File: config.mk
export PLATFORM = sky130hd
export DESIGN_NAME = ls194_load_sequencer
export DESIGN_NICKNAME = d
export VERILOG_FILES = /design/src/rtl/video_pkg.sv /design/src/rtl/byte_fifo.sv /design/src/rtl/ls194_load_sequencer.sv
export SDC_FILE = /design/constraint.sdc
export NUM_CORES = 1
export LEC_CHECK = 0
export ABC_AREA = 1
export CORE_MARGIN = 1
export CORE_UTILIZATION = 52
export CTS_CLUSTER_DIAMETER = 200
export DETAILED_ROUTE_END_ITERATION = 12
export GPL_TIMING_DRIVEN = 0
export PLACE_DENSITY_LB_ADDON = 0.15
export SLEW_MARGIN = 20
export SYNTH_ARGS = -nofsm -noshare
export SYNTH_HDL_FRONTEND = slang
export SYNTH_SLANG_ARGS = --single-unit
File: constraint.sdc
create_clock -name Clk -period 3 [get_ports Clk]
set_clock_uncertainty 0.1 [all_clocks]
set_input_delay 0.6 -clock Clk [delete_from_list [all_inputs] [get_ports Clk]]
set_output_delay 0.6 -clock Clk [all_outputs]
set_load 0.02 [all_outputs]
File: src/rtl/video_pkg.sv
// Shared types and default sizing for the ls194 pixel shift chain control path.
// Mode encodings match the ls194 s1/s0 select pins.
package video_pkg;

  localparam int DEF_DATA_WIDTH = 8;
  localparam int DEF_DOTS       = 7;
  localparam int DEF_FIFO_DEPTH = 2;

  typedef enum logic [1:0] {
    MODE_HOLD = 2'b00,
    MODE_SHR  = 2'b10,
    MODE_LOAD = 2'b11
  } ls194_mode_e;

  typedef enum logic {
    IDLE  = 1'b0,
    SHIFT = 1'b1
  } seq_state_e;

endpackage

File: src/rtl/byte_fifo.sv
// Small synchronous byte buffer with flush.
// The head entry is presented combinationally so the sequencer can load it on the same edge it pops.
module byte_fifo #(
  parameter int DATA_WIDTH = 8,
  parameter int FIFO_DEPTH = 2
) (
  input  logic                  clk,
  input  logic                  rst_n,
  input  logic                  flush_i,
  input  logic                  push_i,
  input  logic                  pop_i,
  input  logic [DATA_WIDTH-1:0] wdata_i,
  output logic [DATA_WIDTH-1:0] rdata_o,
  output logic                  full_o,
  output logic                  empty_o
);

  localparam int AW = (FIFO_DEPTH > 1) ? $clog2(FIFO_DEPTH) : 1;
  localparam logic [AW-1:0] PTR_ONE  = AW'(1);
  localparam logic [AW:0]   CNT_ONE  = (AW+1)'(1);
  localparam logic [AW:0]   CNT_FULL = (AW+1)'(FIFO_DEPTH);

  logic [DATA_WIDTH-1:0] mem_q [FIFO_DEPTH];
  logic [AW-1:0]         wr_ptr_q, wr_ptr_d;
  logic [AW-1:0]         rd_ptr_q, rd_ptr_d;
  logic [AW:0]           count_q, count_d;
  logic                  push_ok, pop_ok;

  assign full_o  = (count_q == CNT_FULL);
  assign empty_o = (count_q == '0);
  assign rdata_o = mem_q[rd_ptr_q];

  // Overflow/underflow requests are ignored rather than corrupting the pointers.
  assign push_ok = push_i & ~full_o & ~flush_i;
  assign pop_ok  = pop_i & ~empty_o & ~flush_i;

  always_comb begin
    wr_ptr_d = wr_ptr_q;
    rd_ptr_d = rd_ptr_q;
    count_d  = count_q;
    if (flush_i) begin
      wr_ptr_d = '0;
      rd_ptr_d = '0;
      count_d  = '0;
    end else begin
      if (push_ok) wr_ptr_d = wr_ptr_q + PTR_ONE;
      if (pop_ok)  rd_ptr_d = rd_ptr_q + PTR_ONE;
      case ({push_ok, pop_ok})
        2'b10:   count_d = count_q + CNT_ONE;
        2'b01:   count_d = count_q - CNT_ONE;
        default: count_d = count_q;
      endcase
    end
  end

  always_ff @(posedge clk or negedge rst_n) begin
    if (!rst_n) begin
      wr_ptr_q <= '0;
      rd_ptr_q <= '0;
      count_q  <= '0;
    end else begin
      wr_ptr_q <= wr_ptr_d;
      rd_ptr_q <= rd_ptr_d;
      count_q  <= count_d;
    end
  end

  always_ff @(posedge clk) begin
    if (push_ok) mem_q[wr_ptr_q] <= wdata_i;
  end

endmodule

File: src/rtl/ls194_load_sequencer.sv
// Feeds buffered video bytes into a downstream ls194 shift chain, LSB-first, DOTS dots per byte.
// Mode selects are decoded from registered state so the chain samples them on the edge we advance.
module ls194_load_sequencer
  import video_pkg::*;
#(
  parameter int DATA_WIDTH = DEF_DATA_WIDTH,
  parameter int DOTS       = DEF_DOTS,
  parameter int FIFO_DEPTH = DEF_FIFO_DEPTH
) (
  input  logic                  Clk,
  input  logic                  clear,
  input  logic                  dot_en,
  input  logic                  flush,
  input  logic                  in_valid,
  input  logic [DATA_WIDTH-1:0] in_data,
  output logic                  in_ready,
  output logic [DATA_WIDTH-1:0] p,
  output logic                  s1,
  output logic                  s0,
  output logic                  SLSI,
  output logic                  SRSI,
  output logic                  busy,
  output logic                  underrun
);

  localparam int CW = $clog2(DATA_WIDTH) + 1;
  localparam logic [CW-1:0] LAST_DOT = CW'(DOTS - 1);
  localparam logic [CW-1:0] CNT_ONE  = CW'(1);

  seq_state_e            state_q, state_d;
  logic [CW-1:0]         dot_cnt_q, dot_cnt_d;
  ls194_mode_e           mode;
  logic                  fifo_push, fifo_pop, fifo_full, fifo_empty;
  logic [DATA_WIDTH-1:0] fifo_head;

  byte_fifo #(
    .DATA_WIDTH (DATA_WIDTH),
    .FIFO_DEPTH (FIFO_DEPTH)
  ) u_fifo (
    .clk     (Clk),
    .rst_n   (clear),
    .flush_i (flush),
    .push_i  (fifo_push),
    .pop_i   (fifo_pop),
    .wdata_i (in_data),
    .rdata_o (fifo_head),
    .full_o  (fifo_full),
    .empty_o (fifo_empty)
  );

  assign in_ready  = ~fifo_full;
  assign fifo_push = in_valid & in_ready & ~flush;

  always_comb begin
    state_d   = state_q;
    dot_cnt_d = dot_cnt_q;
    mode      = MODE_HOLD;
    p         = '0;
    fifo_pop  = 1'b0;
    underrun  = 1'b0;
    if (flush) begin
      state_d   = IDLE;
      dot_cnt_d = '0;
      if (dot_en) mode = MODE_LOAD;
    end else if (dot_en) begin
      case (state_q)
        IDLE: begin
          // Loading zeros while idle keeps the chain blank.
          mode = MODE_LOAD;
          if (!fifo_empty) begin
            p         = fifo_head;
            fifo_pop  = 1'b1;
            dot_cnt_d = '0;
            state_d   = SHIFT;
          end
        end
        SHIFT: begin
          if (dot_cnt_q < LAST_DOT) begin
            mode      = MODE_SHR;
            dot_cnt_d = dot_cnt_q + CNT_ONE;
          end else begin
            mode      = MODE_LOAD;
            dot_cnt_d = '0;
            if (!fifo_empty) begin
              p        = fifo_head;
              fifo_pop = 1'b1;
            end else begin
              underrun = 1'b1;
              state_d  = IDLE;
            end
          end
        end
        default: state_d = IDLE;
      endcase
    end
  end

  always_ff @(posedge Clk or negedge clear) begin
    if (!clear) begin
      state_q   <= IDLE;
      dot_cnt_q <= '0;
    end else begin
      state_q   <= state_d;
      dot_cnt_q <= dot_cnt_d;
    end
  end

  assign {s1, s0} = mode;
  assign SLSI     = 1'b0;
  assign SRSI     = 1'b0;
  assign busy     = (state_q == SHIFT);

endmodule

; ---- Word-level counts from Yosys, hierarchy flattened
; Memory sizes are Yosys's and may differ from the RTL's.
; Cells that the tools add are included.
[word_totals]
memories = 1
ram_bits = 16
latchBits = 0
input_bits = 13
mem_bits_ro = 0
output_inout_bits = 15
register_bits = 9
elab_cells = 69
[memory_table]
columns = memory, depth, width, read_ports, rd_clocked_by_memory_dff, wr, line_no
row1 = u_fifo.mem_q, 2, 8, 1, 0, 1, byte_fifo.sv:23  ; logic [DATA_WIDTH-1:0] mem_q [FIFO_DEPTH];
[op_classes]
n_addsub = 5
mux = 37
reduce_logical = 6
n_div = 0
n_bitwise = 10
n_shift = 0
order_cmp = 1
mul = 0
eq_ne = 4
[ops]
columns = cell, count
row1 = two-way mux 8 bit, 4
row2 = two-way mux 1 bit, 19
row3 = two-way mux 4 bit, 4
row4 = case mux 8 bit (2 select lines), 1
row5 = two-way mux 2 bit, 4
row6 = case mux 2 bit (2 select lines), 2
row7 = case mux 4 bit (2 select lines), 1
row8 = bitwise AND 1 bit, 6
row9 = nonzero test 2 bit, 3
row10 = "adder 4 x 1 -> 4 bit, second input constant", 1
row11 = "equality test 2 bit, second input constant", 2
row12 = "less-than comparator 4 x 3 -> 1 bit, second input constant", 1
row13 = inverter 1 bit, 4
row14 = case mux 1 bit (2 select lines), 2
row15 = "inequality test 3 bit, second input constant", 1
row16 = nonzero test 3 bit, 1
row17 = "adder 1 bit, second input constant", 2
row18 = "adder 2 x 1 -> 2 bit, second input constant", 1
row19 = "equality test 2 x 1 -> 1 bit, second input constant", 1
row20 = zero test 2 bit, 1
row21 = AND reduction 2 bit, 1
row22 = "subtractor 2 x 1 -> 2 bit, second input constant", 1

; ---- Logic depth before layout (Yosys ltp)
[depth]
ltp_word = 11
depth_mapped = 9
ltp_nobuf = 9

; ---- Hierarchy
; A second synthesis with hierarchy kept.
[unflattened]
cells_unflattened = 146
hier_area_um2 = 1258.7
[by_module_without_submodules]
columns = module, seq_area_each_um2, instances, cells_per_inst, area_each_um2
row1 = byte_fifo, 580.6, 1, 79, 834.6
row2 = ls194_load_sequencer, 125.1, 1, 67, 424.2

; ---- Worst setup path before layout
; Ideal clock, no wire load.
[synth_path]
kind = input -> output
start = in flush
end = out p[0]
n_path_buf = 1
arrival_time_ps = 1393
path_stages = 6
required_ps = 2300
setup_slack_ps = 907
path_cell_list = inv_4 nand2_4 nor2_8 nand2_4 buf_6 a21oi_1
[synth_between]
elab_chain_cells = 1
[synth_lines]
columns = item, line_no
row1 = start: declaration, ls194_load_sequencer.sv:13  ; input logic flush,
row2 = two-way mux 8 bit, ls194_load_sequencer.sv:61  ; if (flush) begin
row3 = end: declaration, ls194_load_sequencer.sv:17  ; output logic [DATA_WIDTH-1:0] p,
; No other way between the ends.

; ---- Worst setup path in the final report
; Same ends and word-level chain as after synthesis.

==> metrics.yaml <==
io_pins: 28
hp-start: "dot_cnt_q[0]"
worst_pin_slew_ns: 0.727
path_cells: "clkdlybuf4s50_1, inv_4, nand2_4, nor2_8, nand2_4, buf_6, a21oi_1, clkdlybuf4s15_1"
synth.avg_cell_area_um2: 10.3
dp_cells: 168
clock_latency_ns: 0.31
fin_crit_ns: 2.91
path_buf_inv: 4
rsz0062_at_grt: "no"
final_common_cell: "nand2_1"
end_kind: "output pin"
hold_viol_final: 0
root_buffer: "clkbuf_4"
antenna_cells: 0
path_class: "in2out"
firstDrtPassIters: 4
status: "finished clean"
synthCells: 115
peakVddDrop_v: 0.000502
grt_overflow: 0
port-buffer-count: 25
grt_max_degree: 16
num_vias: 891
finalNonFillerCells: 172
max_freq_ghz: 0.344
postCtsResizedCells: 8
die_area_um2: 2480
wl_mm: 2.07
drtIter0Drc: 15
cts_tree: "built"
min_to: "dot_cnt_q[0]"
crit_arrival_ns: 2.21
finalSetupViolCount: 0
hold_buffers: 0
report.final.slew_viol_count: 0
rr_worst_depth: 4
ys_seq_elements: 25
clock-sinks: 25
critPathRequiredTime_ns: 2.30
cpMostUsedCell: "nand2_4"
fin_nets: 160
start_util_pct: 57.6
r2r_start: "u_fifo.count_q[0]"
syn-cell-area_um2: 1190
reg2reg_to: "u_fifo.mem_q[0][6]"
slowest_delay_ns: 0.53
min_period_over_period_pct: 96.9
gp_congestion: 0.771
crit_slowest_cell: "clkdlybuf4s50_1"
grt_pass1_wl_mm: 3.40
cellLeakagePower_nw: 0.657
cp_max_fo: 10
core_area_um2: 2060
whs_ns: 0.400
maxCapViolations: 0
wl_per_cell_um: 12.0
grt_pass1_vias: 796
cts_buffers: 3
crit_start: "flush"
startpoint_type: "input port"
relSlewSlack_pct: 51.4
hold_class: "reg2reg"
p_total_mw: 0.901
worst_slack_ns: 0.0945
whs_path_depth: 1
path_clk_slew_ns: 0.13
ys_seq_area_share_pct: 59.4
dpl.hpwl_mm: 1.53
gr-usage-all-layers_pct: 19.0
synth.distinct_cells: 27
crit_family: "buffers and inverters"
regToRegSetupSlack_ns: 1.25
antenna_left: 0
pre_cts_slack_ns: -0.198
antenna_found_initial: 0
area_growth_pct: 26.2
ys_warn_count: 0
route.detailed.drc: 0
cts_setup_buffers: 0
cts_htree_levels: 1
die_x_um: 49.8
viasPerCell: 5.18
drive_gt1_share_pct: 15.9
p_per_area_nw_per_um2: 601
rows: 16
final_cell_mix: "nand2_1 (36), clkdlybuf4s50_1 (17), edfxtp_1 (16)"
die_y_um: 49.8
clockBufferDepth: 2
report_power, final:
part / leakage, nW / switching, mW / internal (mW)
Sequential: 0.267 / 0.0370 / 0.413
Clock: 0.0139 / 0.0966 / 0.0509
Combinational: 0.376 / 0.183 / 0.121
per-stage QoR:
step | util (%) | area, µm² | TNS [ns]
floorplan | - | 1190 | 0
global placement | 71.5 | 1480 | -1.12
detailed placement | 71.5 | 1480 | -1.28
CTS | 72.5 | 1500 | 0
global route | 72.7 | 1500 | 0
finish | 72.7 | 1500 | 0
synth_stat cells:
cell type	instances	share of area [%]
nand2_1	36	11
edfxtp_1	16	40
a21oi_1	12	5.1
dfrtp_1	9	19
nor2_1	7	2.2
inv_1	5	1.6
buf_4	3	1.9
nand3_2	3	2.5
a21oi_2	2	1.5
nand2_2	2	1.1
nand2_4	2	1.9
nand3_1	2	0.84
o21ai_0	2	0.84
buf_2	1	0.42
buf_6	1	0.95
clkinv_1	1	0.32
conb_1	1	0.32
ha_1	1	1.1
inv_2	1	0.32
inv_4	1	0.53
nand3b_1	1	0.63
nand4_1	1	0.53
nor2_4	1	0.95
nor2_8	1	1.7
o21ai_2	1	0.74
o31ai_1	1	0.63
xor2_1	1	0.74
sequential cells by signal, indices dropped and copies added, names as in the netlist:
register	cells
u_fifo.count_q	2
dot_cnt_q	4
u_fifo.mem_q	16
busy	1
u_fifo.wr_ptr_q	1
u_fifo.rd_ptr_q	1
cells by family after synthesis:
kind of cell,Yosys count,share of synthesized area (%)
AOI/OAI and AO/OA,18,8.75
xor gates and xnor gates,1,0.738
adders and majority gates,1,1.05
buffers and inverters,13,6.01
DFF,25,59.4
other,1,0.316
and+or+nand+nor,56,23.7
worst register-to-register path, stage by stage, from the launching register on:
cell and delay [ns]:
dfrtp_1 0.48, inv_2 0.06, nand2_2 0.08, nand3_2 0.12, nor2_1 0.57
layer usage:
metal / track usage [%] / wire length (µm)
met5: 0 / 0
met2: 32.0 / 998
met3: 4.32 / 87
met1: 23.1 / 940
met4: 8.57 / 45
worst max-delay path by stage:
stage / endpoint / slack [ns] / cells past startpoint
6_report: p[0] / 0.09 / 8
5_1_grt: p[1] / 0.003 / 8
4_1_cts: p[0] / 0.08 / 8
3_5_place_dp: p[0] / -0.20 / 8
3_3_place_gp: p[1] / -0.17 / 8
2_1_floorplan: p[0] / 0.91 / 6
final cells by class:
type	instances	area, µm²
inverter	8	32.5
buffer	5	38.8
multi-input combinational	78	414
tap	27	33.8
timing repair buffer	25	244
sequential	25	706
fill	167	563
clock buffer	3	22.5
clock inverter	1	7.51
Note: power is estimated with default switching activity, not from simulation.
